`config.mk`:
```
export PLATFORM = sky130hd
export DESIGN_NAME = wrsw_pstats_scanner
export DESIGN_NICKNAME = d
export VERILOG_FILES = /design/src/rtl/wrsw_pstats_pkg.sv /design/src/rtl/wrsw_pstats_wb_access.sv /design/src/rtl/wrsw_pstats_scanner.sv
export SDC_FILE = /design/constraint.sdc
export NUM_CORES = 1
export LEC_CHECK = 0
export ABC_AREA = 1
export BUFFER_PORTS_ARGS = -buffer_cell sky130_fd_sc_hd__buf_2
export CORE_MARGIN = 5
export CORE_UTILIZATION = 37
export DETAILED_ROUTE_END_ITERATION = 8
export SYNTH_ARGS = -nofsm -noshare
export SYNTH_HDL_FRONTEND = slang
export SYNTH_SLANG_ARGS = --single-unit
export TNS_END_PERCENT = 50
```
`constraint.sdc`:
```
create_clock -name clk_i -period 5.8 [get_ports clk_i]
set_input_delay 0.58 -clock clk_i [delete_from_list [all_inputs] [get_ports clk_i]]
set_output_delay 0.58 -clock clk_i [all_outputs]
set_load 0.02 [all_outputs]
```
`src/rtl/wrsw_pstats_pkg.sv`:
```
// Shared definitions for the pstats scanner: slave register map, command encodings
// and the FSM state types used by the scanner and its bus engine.
package wrsw_pstats_pkg;

    localparam logic [3:0]  REG_CR    = 4'h0;
    localparam logic [3:0]  REG_DATA  = 4'h4;
    localparam logic [7:0]  CR_RD_OP  = 8'h01;
    localparam logic [31:0] CMD_CLEAR = 32'h8000_0000;

    typedef enum logic [2:0] {
        ST_IDLE,
        ST_CR_REQ,
        ST_CR_ACK,
        ST_RD_REQ,
        ST_RD_ACK,
        ST_EMIT,
        ST_CLR_REQ,
        ST_CLR_ACK
    } scan_state_t;

    typedef enum logic [1:0] {
        WB_IDLE,
        WB_STB,
        WB_WAIT
    } wb_phase_t;

    // CR layout: [31:24] reserved, [23:16] word, [15:8] port, [7:0] opcode
    function automatic logic [31:0] cr_read_cmd(input logic [7:0] port, input logic [7:0] word);
        return {8'h00, word, port, CR_RD_OP};
    endfunction

endpackage

```
`src/rtl/wrsw_pstats_wb_access.sv`:
```
// Single-transfer pipelined Wishbone master: one request in, one done/timeout pulse out.
// The timeout counter runs for every cycle the transfer is in flight (strobe or ack wait).
module wrsw_pstats_wb_access
    import wrsw_pstats_pkg::*;
#(
    parameter int unsigned g_timeout = 255
)(
    input  logic        clk_i,
    input  logic        rst_i,
    input  logic        req_i,
    input  logic        we_i,
    input  logic [3:0]  adr_i,
    input  logic [31:0] dat_i,
    output logic        done_o,
    output logic [31:0] rdata_o,
    output logic        timeout_o,
    output logic        wb_cyc_o,
    output logic        wb_stb_o,
    output logic        wb_we_o,
    output logic [3:0]  wb_adr_o,
    output logic [31:0] wb_dat_o,
    input  logic [31:0] wb_dat_i,
    input  logic        wb_ack_i,
    input  logic        wb_stall_i
);

    localparam int unsigned c_tw = (g_timeout > 1) ? $clog2(g_timeout) : 1;
    localparam logic [c_tw-1:0] c_tmo_last = c_tw'(g_timeout - 1);

    wb_phase_t       r_phase;
    logic [c_tw-1:0] r_tmo;
    logic            r_cyc, r_stb, r_we, r_done, r_timeout;
    logic [3:0]      r_adr;
    logic [31:0]     r_dat, r_rdata;

    always_ff @(posedge clk_i or posedge rst_i) begin
        if (rst_i) begin
            r_phase   <= WB_IDLE;
            r_tmo     <= '0;
            r_cyc     <= 1'b0;
            r_stb     <= 1'b0;
            r_we      <= 1'b0;
            r_adr     <= '0;
            r_dat     <= '0;
            r_rdata   <= '0;
            r_done    <= 1'b0;
            r_timeout <= 1'b0;
        end else begin
            r_done    <= 1'b0;
            r_timeout <= 1'b0;
            case (r_phase)
                WB_IDLE: begin
                    if (req_i) begin
                        r_cyc   <= 1'b1;
                        r_stb   <= 1'b1;
                        r_we    <= we_i;
                        r_adr   <= adr_i;
                        r_dat   <= dat_i;
                        r_tmo   <= '0;
                        r_phase <= WB_STB;
                    end
                end
                default: begin
                    if (r_tmo == c_tmo_last) begin
                        r_cyc     <= 1'b0;
                        r_stb     <= 1'b0;
                        r_we      <= 1'b0;
                        r_timeout <= 1'b1;
                        r_phase   <= WB_IDLE;
                    end else begin
                        r_tmo <= r_tmo + 1'b1;
                        if (r_phase == WB_STB) begin
                            if (!wb_stall_i) begin
                                r_stb   <= 1'b0;
                                r_phase <= WB_WAIT;
                            end
                        end else if (wb_ack_i) begin
                            r_cyc   <= 1'b0;
                            r_we    <= 1'b0;
                            r_rdata <= wb_dat_i;
                            r_done  <= 1'b1;
                            r_phase <= WB_IDLE;
                        end
                    end
                end
            endcase
        end
    end

    assign done_o    = r_done;
    assign rdata_o   = r_rdata;
    assign timeout_o = r_timeout;
    assign wb_cyc_o  = r_cyc;
    assign wb_stb_o  = r_stb;
    assign wb_we_o   = r_we;
    assign wb_adr_o  = r_adr;
    assign wb_dat_o  = r_dat;

endmodule

```
`src/rtl/wrsw_pstats_scanner.sv`:
```
// Walks every (port, word) of the pstats counter block: CR read command, DATA read,
// then presents the word on a valid/ready stream. Also issues the global clear command.
module wrsw_pstats_scanner
    import wrsw_pstats_pkg::*;
#(
    parameter int unsigned g_nports  = 8,
    parameter int unsigned g_cnt_pp  = 17,
    parameter int unsigned g_cnt_pw  = 4,
    parameter int unsigned g_timeout = 255
)(
    input  logic        clk_i,
    input  logic        rst_i,
    input  logic        start_i,
    input  logic        clear_i,
    output logic [3:0]  wb_adr_o,
    output logic [31:0] wb_dat_o,
    input  logic [31:0] wb_dat_i,
    output logic        wb_cyc_o,
    output logic        wb_stb_o,
    output logic        wb_we_o,
    output logic [3:0]  wb_sel_o,
    input  logic        wb_ack_i,
    input  logic        wb_stall_i,
    output logic [31:0] cnt_dat_o,
    output logic [7:0]  cnt_port_o,
    output logic [7:0]  cnt_word_o,
    output logic        cnt_valid_o,
    input  logic        cnt_ready_i,
    output logic        busy_o,
    output logic        done_o,
    output logic        err_o
);

    localparam int unsigned c_words     = (g_cnt_pp + g_cnt_pw - 1) / g_cnt_pw;
    localparam logic [7:0]  c_last_word = 8'(c_words - 1);
    localparam logic [7:0]  c_last_port = 8'(g_nports - 1);

    scan_state_t r_state;
    logic [7:0]  r_port, r_word;
    logic [31:0] r_cnt_dat;
    logic        r_valid, r_done, r_err;

    logic        w_req, w_we, w_acc_done, w_acc_tmo, w_cyc, w_stb, w_accept;
    logic [3:0]  w_adr;
    logic [31:0] w_dat, w_rdata;

    // A new transfer is only requested once the engine has dropped cyc, which
    // guarantees the idle bus cycle between the CR write and the DATA read.
    always_comb begin
        w_we  = 1'b0;
        w_adr = REG_CR;
        w_dat = '0;
        case (r_state)
            ST_CR_REQ:  begin w_we = 1'b1; w_dat = cr_read_cmd(r_port, r_word); end
            ST_RD_REQ:  w_adr = REG_DATA;
            ST_CLR_REQ: begin w_we = 1'b1; w_dat = CMD_CLEAR; end
            default:    ;
        endcase
        w_req = (r_state == ST_CR_REQ || r_state == ST_RD_REQ || r_state == ST_CLR_REQ)
                && !w_cyc && !w_acc_tmo;
    end

    assign w_accept = w_stb && !wb_stall_i;

    wrsw_pstats_wb_access #(
        .g_timeout (g_timeout)
    ) u_wb_access (
        .clk_i      (clk_i),
        .rst_i      (rst_i),
        .req_i      (w_req),
        .we_i       (w_we),
        .adr_i      (w_adr),
        .dat_i      (w_dat),
        .done_o     (w_acc_done),
        .rdata_o    (w_rdata),
        .timeout_o  (w_acc_tmo),
        .wb_cyc_o   (w_cyc),
        .wb_stb_o   (w_stb),
        .wb_we_o    (wb_we_o),
        .wb_adr_o   (wb_adr_o),
        .wb_dat_o   (wb_dat_o),
        .wb_dat_i   (wb_dat_i),
        .wb_ack_i   (wb_ack_i),
        .wb_stall_i (wb_stall_i)
    );

    always_ff @(posedge clk_i or posedge rst_i) begin
        if (rst_i) begin
            r_state   <= ST_IDLE;
            r_port    <= '0;
            r_word    <= '0;
            r_cnt_dat <= '0;
            r_valid   <= 1'b0;
            r_done    <= 1'b0;
            r_err     <= 1'b0;
        end else begin
            r_done <= 1'b0;
            if (w_acc_tmo) begin
                r_state <= ST_IDLE;
                r_err   <= 1'b1;
                r_done  <= 1'b1;
            end else begin
                case (r_state)
                    ST_IDLE: begin
                        if (clear_i) begin
                            r_err   <= 1'b0;
                            r_state <= ST_CLR_REQ;
                        end else if (start_i) begin
                            r_err   <= 1'b0;
                            r_port  <= '0;
                            r_word  <= '0;
                            r_state <= ST_CR_REQ;
                        end
                    end
                    ST_CR_REQ:  if (w_accept) r_state <= ST_CR_ACK;
                    ST_CR_ACK:  if (w_acc_done) r_state <= ST_RD_REQ;
                    ST_RD_REQ:  if (w_accept) r_state <= ST_RD_ACK;
                    ST_RD_ACK: begin
                        if (w_acc_done) begin
                            r_cnt_dat <= w_rdata;
                            r_valid   <= 1'b1;
                            r_state   <= ST_EMIT;
                        end
                    end
                    ST_CLR_REQ: if (w_accept) r_state <= ST_CLR_ACK;
                    ST_CLR_ACK: begin
                        if (w_acc_done) begin
                            r_done  <= 1'b1;
                            r_state <= ST_IDLE;
                        end
                    end
                    ST_EMIT: begin
                        if (cnt_ready_i) begin
                            r_valid <= 1'b0;
                            if (r_word != c_last_word) begin
                                r_word  <= r_word + 8'd1;
                                r_state <= ST_CR_REQ;
                            end else if (r_port != c_last_port) begin
                                r_word  <= '0;
                                r_port  <= r_port + 8'd1;
                                r_state <= ST_CR_REQ;
                            end else begin
                                r_word  <= '0;
                                r_port  <= '0;
                                r_done  <= 1'b1;
                                r_state <= ST_IDLE;
                            end
                        end
                    end
                    default: r_state <= ST_IDLE;
                endcase
            end
        end
    end

    assign wb_cyc_o    = w_cyc;
    assign wb_stb_o    = w_stb;
    assign wb_sel_o    = 4'b1111;
    assign cnt_dat_o   = r_cnt_dat;
    assign cnt_port_o  = r_port;
    assign cnt_word_o  = r_word;
    assign cnt_valid_o = r_valid;
    assign busy_o      = (r_state != ST_IDLE);
    assign done_o      = r_done;
    assign err_o       = r_err;

endmodule
```
Word-level counts from Yosys, hierarchy flattened
Index checks and enable logic that the tools add are counted.
{"block": "word_totals", "rom_bits": 0, "regBits": 137, "latch_bits": 0, "inputBits": 39, "ramBits": 0, "mem_count": 0}
{"block": "classes", "eq_ne": 29, "order_cmp": 0, "div": 0, "add_sub_neg": 3, "mul": 0, "bitwise_logic": 4, "mux": 64, "shift": 0, "n_reduce_logical": 31}
{"operator": "$mux 8", "count": 10}
{"operator": "$pmux 32 s2", "count": 1}
{"operator": "$mux 3", "count": 11}
{"operator": "$pmux 8 s2", "count": 2}
{"operator": "$mux 1", "count": 31}
{"operator": "$add 8x1->8 const B", "count": 3}
{"operator": "$pmux 3 s8", "count": 1}
{"operator": "$ne 8x3->1 const B", "count": 2}
{"operator": "$ne 3x2->1 const B", "count": 5}
{"operator": "$eq 3x3->1 const B", "count": 4}
{"operator": "$mux 2", "count": 6}
{"operator": "$ne 3x1->1 const B", "count": 4}
{"operator": "$reduce_and 3->1", "count": 4}
{"operator": "$reduce_bool 3->1", "count": 4}
{"operator": "$ne 2x2->1 const B", "count": 5}
{"operator": "$eq 8x8->1 const B", "count": 1}
{"operator": "$ne 4x3->1 const B", "count": 2}
{"operator": "$reduce_and 4->1", "count": 2}
{"operator": "$reduce_and 8->1", "count": 1}
{"operator": "$eq 3x2->1 const B", "count": 2}
{"operator": "$reduce_and 2->1", "count": 3}
{"operator": "$reduce_and 6->1", "count": 1}
{"operator": "$reduce_bool 2->1", "count": 3}
{"operator": "$reduce_and 5->1", "count": 1}
{"operator": "other kinds (12)", "count": 22}

Depth between registers and ports, before layout
Gate-level depths: netlist of run 1.
{"block": "depth", "depth_word": 7, "depth_mapped": 11}

Modules after synthesis
A second synthesis of run 1 with hierarchy kept.
{"block": "unflattened", "cells_unflattened": 684, "area_unflattened_um2": 6162.2}
{"mod": "wrsw_pstats_wb_access", "area_each_um2": 3413.3, "instances": 1, "cells_each": 389}
{"mod": "wrsw_pstats_scanner", "area_each_um2": 2748.9, "instances": 1, "cells_each": 295}

Worst setup path after synthesis of run 1
Ideal clock, no wire load.
{"block": "synth_timing", "kind": "register to register", "startpoint": "register u_wb_access.r_tmo[0]", "endpoint": "register u_wb_access.r_rdata[1], in the netlist u_wb_access.rdata_o[1]", "synth_period_minus_slack_ns": 1.482, "t_arrival_ns": 1.365, "required_ns": 5.683, "slack_ns": 4.318, "path_stages_with_launch": 12, "cell_sequence": "dfrtp_1 inv_1 ha_1 nand2_1 nor2_1 nand2_4 nand2_2 nor2_2 buf_6 buf_6 nand2_1 o21ai_2"}
{"block": "synth_between", "elab_chain_len": 3}
{"item": "from (decl)", "line_no": "wrsw_pstats_wb_access.sv:31", "source": "logic [c_tw-1:0] r_tmo;"}
{"item": "from (signal assigned)", "line_no": "wrsw_pstats_wb_access.sv:71", "source": "r_tmo <= r_tmo + 1'b1;"}
{"item": "$eq 8x8->1", "line_no": "wrsw_pstats_wb_access.sv:64", "source": "if (r_tmo == c_tmo_last) begin"}
{"item": "$not 1->1 (no line)"}
{"item": "$reduce_and 4->1 (no line)"}
{"item": "to (signal assigned)", "line_no": "wrsw_pstats_wb_access.sv:80", "source": "r_rdata <= wb_dat_i;"}
{"item": "to (decl)", "line_no": "wrsw_pstats_wb_access.sv:34", "source": "logic [31:0] r_dat, r_rdata;"}
No other way between the ends.
A chain may end at the register's enable or synchronous reset.

Worst setup path in the final report of run 1
{"block": "layout_timing", "startpoint": "register r_state[2]", "endpoint": "register r_port[3], in the netlist cnt_port_o[3]"}
{"block": "layout_between", "elab_chain_len": 3, "elab_cells_between_ends": 9, "cone_classes": "eq/ne: 5; mux: 1; reduce/logical: 3"}
{"item": "from (decl)", "line_no": "wrsw_pstats_scanner.sv:38", "source": "scan_state_t r_state;"}
{"item": "from (signal assigned)", "line_no": "wrsw_pstats_scanner.sv:89", "source": "r_state <= ST_IDLE;"}
{"item": "from (signal assigned)", "line_no": "wrsw_pstats_scanner.sv:99", "source": "r_state <= ST_IDLE;"}
{"item": "from (signal assigned)", "line_no": "wrsw_pstats_scanner.sv:107", "source": "r_state <= ST_CLR_REQ;"}
{"item": "$eq 3x3->1 or $logic_not 3->1 (tied branches)", "line_no": "wrsw_pstats_scanner.sv:103", "source": "case (r_state)"}
{"item": "$ne 2x2->1 (no line) or $reduce_bool 2->1 (tied branches)"}
{"item": "$reduce_and 6->1 (no line)"}
{"item": "to (signal assigned)", "line_no": "wrsw_pstats_scanner.sv:140", "source": "r_port <= r_port + 8'd1;"}
{"item": "to (decl)", "line_no": "wrsw_pstats_scanner.sv:39", "source": "logic [7:0] r_port, r_word;"}
Several ways; a longest one is shown, not always the timed one.

==> flow_summary.ini, run 1 <==
[synth]
syn_area_mm2 = 0.00577
synth_area_leader_cell = dfrtp_1
synthFlopType = dfrtp_1
ys_types = 32
yosys_warnings = 0
ys_top_cells_by_area = dfrtp_1 (52%), nand2_1 (13%), inv_1 (4.8%), nand3_1 (3.8%), o21ai_2 (3.8%)
synth_top_cell_area_share_pct = 52.0
seq_area_frac_synth_pct = 52.0
synth_edf_count = 0
synth-async-reset-ratio_pct = 100
synth_cells = 676
ys_ff_latch = 120
syn_avg_cell_area_um2 = 8.54

[cells_and_area]
antenna_cells = 0
drive_above_1_share_pct = 24.8
utilization_pct = 45.6
nFillCells = 1524
final_common_cell = nand2_1
nets = 825
final_cell_mix = nand2_1 (197), dfrtp_1 (120), buf_2 (112)
area_growth_pct = 20.5

[cts]
cts.clk_slew.worst_paths_ns = 0.06
cts_buffers = 17
root_buffer = clkbuf_16
htree_levels = 4
clk_latency_ns = 0.41
cts_tree = yes
cts_resized = 0
cts_hold_buf = 0
numClockSinks = 120
clock_path_buffers = 2
post_cts_buffers = 0

[sta]
period_share_pct = 41.9
hold_viol_final = 0
finClkSkew_ns = 0.00868
finalSetupViolations = 0
tightest_slew_ns = 0.991
rsz0062_at_grt = false
setup_ws_ns = 3.37
fmax_mhz = 411
final.min_clock_period_ns = 2.43
slew_viol_final = 0
max_slew_margin_pct = 33.8
setup-tns-final_ns = 0

[run]
drv_cap = 0

[drt]
wl_um = 12800
drt_drc_violations_left = 0
drt-wirelength-per-cell_um = 12.8
drt_first_pass_iters = 5
dr_total_vias = 4565
vias_per_cell = 4.54
drt_iter0_drc = 237
ant_nets = 0

[critical_path]
cp_slowest_cell = dfrtp_1
critPathKind = flip-flop to flip-flop
cp-start-kind = flip-flop
crit_top_cell = nand2_1
worstPathArrival_ns = 2.78
path_max_fanout = 13
worst_path_largest_cell_delay_ns = 0.62
worstPathRequired_ns = 6.14
cp-end-kind = flip-flop
crit_chain = nand2_1 -> nor2_2 -> inv_1 -> nand2_4 -> nand3_2 -> nor2_4 -> nand2_1 -> nand2_1

[die]
die_w_um = 135
boundaryPins = 134
rows = 45
fp.coreArea_mm2 = 0.0153
die_height_um = 135
start_util_pct = 37.8
die_area_mm2 = 0.0182

[hold_path]
min_path_type = primary input to asynchronous set/reset pin

[placement]
gp_congestion = 0.867
dp_slack_ns = 3.41
hpwl_um = 8890
io_buffers = 112

[grt]
grt_antenna_before_repair = 0
grt_pass1_wl_um = 21200
overflow = 0
track_usage_pct = 14.4
grt_pass1_vias = 4317
grt_start_max_net_pins = 66

[status]
status = finished clean

[power]
powerDensity_mw_per_mm2 = 503
ir_worst_vdd_mv = 0.341
p_leak_nw = 3.69
worst paths after layout:
path                                                 end  cells past startpoint  slack (ns)               startpoint
worst max-delay path                       cnt_port_o[3]                      8        3.37               r_state[2]
max in group asynchronous       u_wb_access.wb_dat_o[31]                      3        4.22                    rst_i
worst min-delay path                              done_o                      2        0.31                    rst_i
worst min register to register   u_wb_access.wb_dat_o[0]                      2        0.46  u_wb_access.wb_dat_o[0]
min in group clk_i               u_wb_access.rdata_o[30]                      3        0.37             wb_dat_i[30]
worst max register to register             cnt_port_o[3]                      8        3.37               r_state[2]
critical path: cells and delay by family (launching register included):
| family | cells | cell delay, ns |
|---|---|---|
| AND/OR/NAND/NOR | 7 | 1.40 |
| flip-flops | 1 | 0.62 |
| buffers and inverters | 1 | 0.34 |
state kept, by name (all words and copies together) (netlist names):
signal and flops:
u_wb_access.wb_stb_o 1, u_wb_access.rdata_o 32, u_wb_access.done_o 1, r_state 3
u_wb_access.wb_we_o 1, u_wb_access.timeout_o 1, u_wb_access.wb_cyc_o 1, err_o 1
u_wb_access.wb_dat_o 18, cnt_valid_o 1, cnt_word_o 8, u_wb_access.r_tmo 8
u_wb_access.r_phase 2, cnt_port_o 8, cnt_dat_o 32, done_o 1
u_wb_access.wb_adr_o 1
where the power goes:
part	switching, mW	leakage, nW	total, mW	internal, mW
Combinational	0.757	1.80	1.13	0.370
Clock	0.406	0.302	1.09	0.686
Sequential	0.165	1.59	1.28	1.12
per-layer routing:
metal	global-route usage (%)	part of all wire, %	up-vias
met2	21.9	45	141
li1	-	-	2319
met1	18.9	45	2098
met3	6.22	8.8	7
met4	4.02	0.94	0
met5	0	0	-
synth_stat cells, types with 5 or more instances:
cell     number
buf_6        10
ha_1          5
nor3_1        6
dfrtp_1     120
o21ai_1      42
nand2_1     197
buf_4        22
o21ai_0      25
xor2_1        5
nor2_2        5
nand2_2       6
nor2_1       34
buf_2        12
nand4_1      13
o21ai_2      25
nand3_1      44
a21oi_1       5
inv_1        74
cell families after synthesis:
| kind of cell | count (synthesis) | share of synthesized area, % |
|---|---|---|
| other | 2 | 0.130 |
| xor gates and xnor gates | 5 | 0.758 |
| DFF | 120 | 52.0 |
| and+or+nand+nor | 318 | 24.2 |
| adders and majority gates | 5 | 1.08 |
| AOI/OAI and AO/OA | 101 | 10.7 |
| buffers and inverters | 125 | 11.1 |
stage by stage:
| stage | power (mW) | cell area (µm²) | hold WS, ns | std cells |
|---|---|---|---|---|
| 2_1_floorplan | 2.16 | 5850 | 0.483 | 695 |
| 3_3_place_gp | 2.42 | 6340 | 0.454 | 973 |
| 3_5_place_dp | 2.44 | 6340 | 0.455 | 973 |
| 4_1_cts | 3.56 | 6960 | 0.331 | 1005 |
| 5_1_grt | 3.76 | 6960 | 0.351 | 1005 |
| 6_report | 3.50 | 6960 | 0.313 | 1005 |
area by class of cell:
class / instances / area (µm²) / share of cell area, %
clock buffers: 17 / 425 / 6.11
clock inverters: 15 / 191 / 2.75
inverters: 78 / 297 / 4.26
multi-input cells: 450 / 2200 / 31.7
flip-flops and latches: 120 / 3000 / 43.1
well taps: 211 / 264 / 3.79
repair buffers: 114 / 576 / 8.27
(Power assumes the default switching activity.)
==> inputs of run 2 (changes only) <==
ABC_AREA = 0   (was 1)
clock period = 2.1 ns   (was 5.8 ns; I/O delays follow)
==> run 2 against run 1 <==
The flow now finishes with violations (hold timing). Final area is 4.5% lower. Critical path depth fell by 2. Clock power grew 140%. First-iteration DRC count shrank 9.3%. Combinational power rose by 120%. Fmax up 23%. Critical path type unchanged.
==> flow_summary.ini, run 2 <==
[cells_and_area]
utilization_pct = 47.7
final_cell_mix = dfrtp_1 (120), buf_2 (112), mux2_2 (65)
drive_above_1_share_pct = 41.7
final_cells = 761
final_common_cell = dfrtp_1
area_growth_pct = 26.4
nets = 611

[grt]
track_usage_pct = 14.5
overflow = 0
grt_pass1_vias = 3879
grt_start_max_net_pins = 121
grt_pass1_wl_um = 19000
grt_antenna_before_repair = 1

[sta]
period_share_pct = 94.4
max_slew_margin_pct = 55.5
fmax_mhz = 504
finClkSkew_ns = 0.00662
final.min_clock_period_ns = 1.98
hold_viol_final = 46
rsz0062_at_grt = true
setup_ws_ns = 0.117
setup-tns-final_ns = 0
slew_viol_final = 0
whs_ns = -0.0600
tightest_slew_ns = 0.668
finalSetupViolations = 0

[die]
die_w_um = 129
start_util_pct = 37.7
fp.coreArea_mm2 = 0.0139
boundaryPins = 134
die_height_um = 129
die_area_mm2 = 0.0167
rows = 43

[status]
violations = hold timing
status = finished, violations left

[synth]
yosys_warnings = 0
synthTopCellsByCount = dfrtp_1 (120), mux2_2 (65), o21ai_0 (34)
seq_area_frac_synth_pct = 57.1
synth_top_cell_area_share_pct = 57.1
synth-async-reset-ratio_pct = 100
syn_avg_cell_area_um2 = 12.1
ys_top_cells_by_area = dfrtp_1 (57%), mux2_2 (14%), o21ai_0 (3.2%), buf_4 (3.1%), a22o_1 (3.0%)
synth_area_leader_cell = dfrtp_1
ys_types = 50
synthFlopType = dfrtp_1
post-synth-top-count-cell = dfrtp_1
syn_area_mm2 = 0.00526
synth_edf_count = 0
synth_cells = 435
ys_ff_latch = 120

[placement]
io_buffers = 112
gp_congestion = 0.857
dp_slack_ns = 0.143
hpwl_um = 7980
dp_cells = 728

[critical_path]
regToRegSetupSlack_ns = 0.12
worstPathArrival_ns = 2.28
r2r_end = u_wb_access.rdata_o[17]
rr_startpoint = u_wb_access.r_tmo[1]
path_max_fanout = 33
r2r_cells = 6
critPathKind = flip-flop to flip-flop
cp-end-kind = flip-flop
cp-start-kind = flip-flop
worstPathRequired_ns = 2.39

[drt]
drt_iter0_drc = 215
vias_per_cell = 4.99
wl_um = 11500
drt_first_pass_iters = 4
ant_nets = 0
drt-wirelength-per-cell_um = 15.2
dr_total_vias = 3795
drt_drc_violations_left = 0

[power]
p_leak_nw = 3.37
power_mw = 8.55
ir_worst_vdd_mv = 0.786
powerDensity_mw_per_mm2 = 1290

[cts]
clock_path_buffers = 2
numClockSinks = 120
cts.clk_slew.worst_paths_ns = 0.06
clk_latency_ns = 0.41
cts_buffers = 17
cts_hold_buf = 0
cts_tree = yes
root_buffer = clkbuf_16
htree_levels = 4

[run]
drv_cap = 0

[hold_path]
min_path_type = primary input to asynchronous set/reset pin
run 2: changes by cell type in the layout (fill, tap and decap cells not counted), sizes merged, moves of 19 or more:
cell | previous run | this run
inv | 82 | 7
nand3 | 47 | 12
buf | 114 | 133
o21ai | 92 | 34
mux2 | 0 | 65
nand2 | 205 | 25
run 2: layout make-up:
| cell class | count | area (µm²) |
|---|---|---|
| clock inverter | 11 | 75.1 |
| inverter | 8 | 33.8 |
| clock buffer | 21 | 470 |
| antenna | 1 | 2.50 |
| multi-input combinational | 287 | 2070 |
| timing repair buffer | 133 | 768 |
| tap | 180 | 225 |
| sequential | 120 | 3000 |
| fill | 1288 | 7290 |
run 2: where the power goes:
part / switching [mW] / total, mW / internal, mW
Clock: 1.03 / 2.62 / 1.59
Combinational: 1.38 / 2.51 / 1.13
Sequential: 0.411 / 3.42 / 3.01
Total: 2.82 / 8.55 / 5.73
run 2: repair_timing:
action,4_1_cts,5_1_grt
buffers inserted,0,0
resized for setup,0,1
setup endpoints to repair,0,3
run 2: worst max-delay path by stage:
stage,startpoint,endpoint,cells after the start
5_1_grt,r_state[0],cnt_port_o[5],5
2_1_floorplan,cnt_word_o[4],cnt_port_o[6],6
4_1_cts,u_wb_access.r_tmo[1],u_wb_access.rdata_o[21],6
3_5_place_dp,u_wb_access.r_tmo[1],u_wb_access.rdata_o[17],6
3_3_place_gp,cnt_word_o[4],cnt_port_o[5],5
6_report,u_wb_access.r_tmo[1],u_wb_access.rdata_o[17],6
run 2: per-stage QoR:
| stage | hold slack, ns | cell area, µm² |
|---|---|---|
| 6_report | -0.0600 | 6650 |
| 5_1_grt | 0.00603 | 6650 |
| 3_5_place_dp | 0.445 | 6090 |
| 4_1_cts | 0.00527 | 6640 |
| 2_1_floorplan | 0.362 | 5330 |
| 3_3_place_gp | 0.441 | 6090 |
run 2: critical path, cell delays in order, from the launching register on:
cell	delay, ns
dfrtp_1	0.42
ha_1	0.20
nand4_1	0.18
or2_2	0.36
and3_1	0.23
buf_12	0.19
mux2_2	0.29
run 2: kinds of logic (layout without fill, tap and decap cells):
logic type | Yosys count | after routing | share of synthesized area (%)
mux | 67 | 67 | 14.3
compound gates | 82 | 82 | 10.8
xor+xnor | 5 | 5 | 0.833
other cells | 2 | 22 | 0.143
simple gates | 107 | 107 | 10.5
buf+inv | 47 | 173 | 5.07
fa+ha+maj | 5 | 5 | 1.19
flops | 120 | 120 | 57.1
run 2: per-layer routing:
layer	up-vias	GRT usage (%)	routed length, µm
met1	1870	17.5	4690
met5	-	0	0
li1	1783	-	-
met4	0	5.99	163
met2	126	22.5	5640
met3	16	6.72	1050
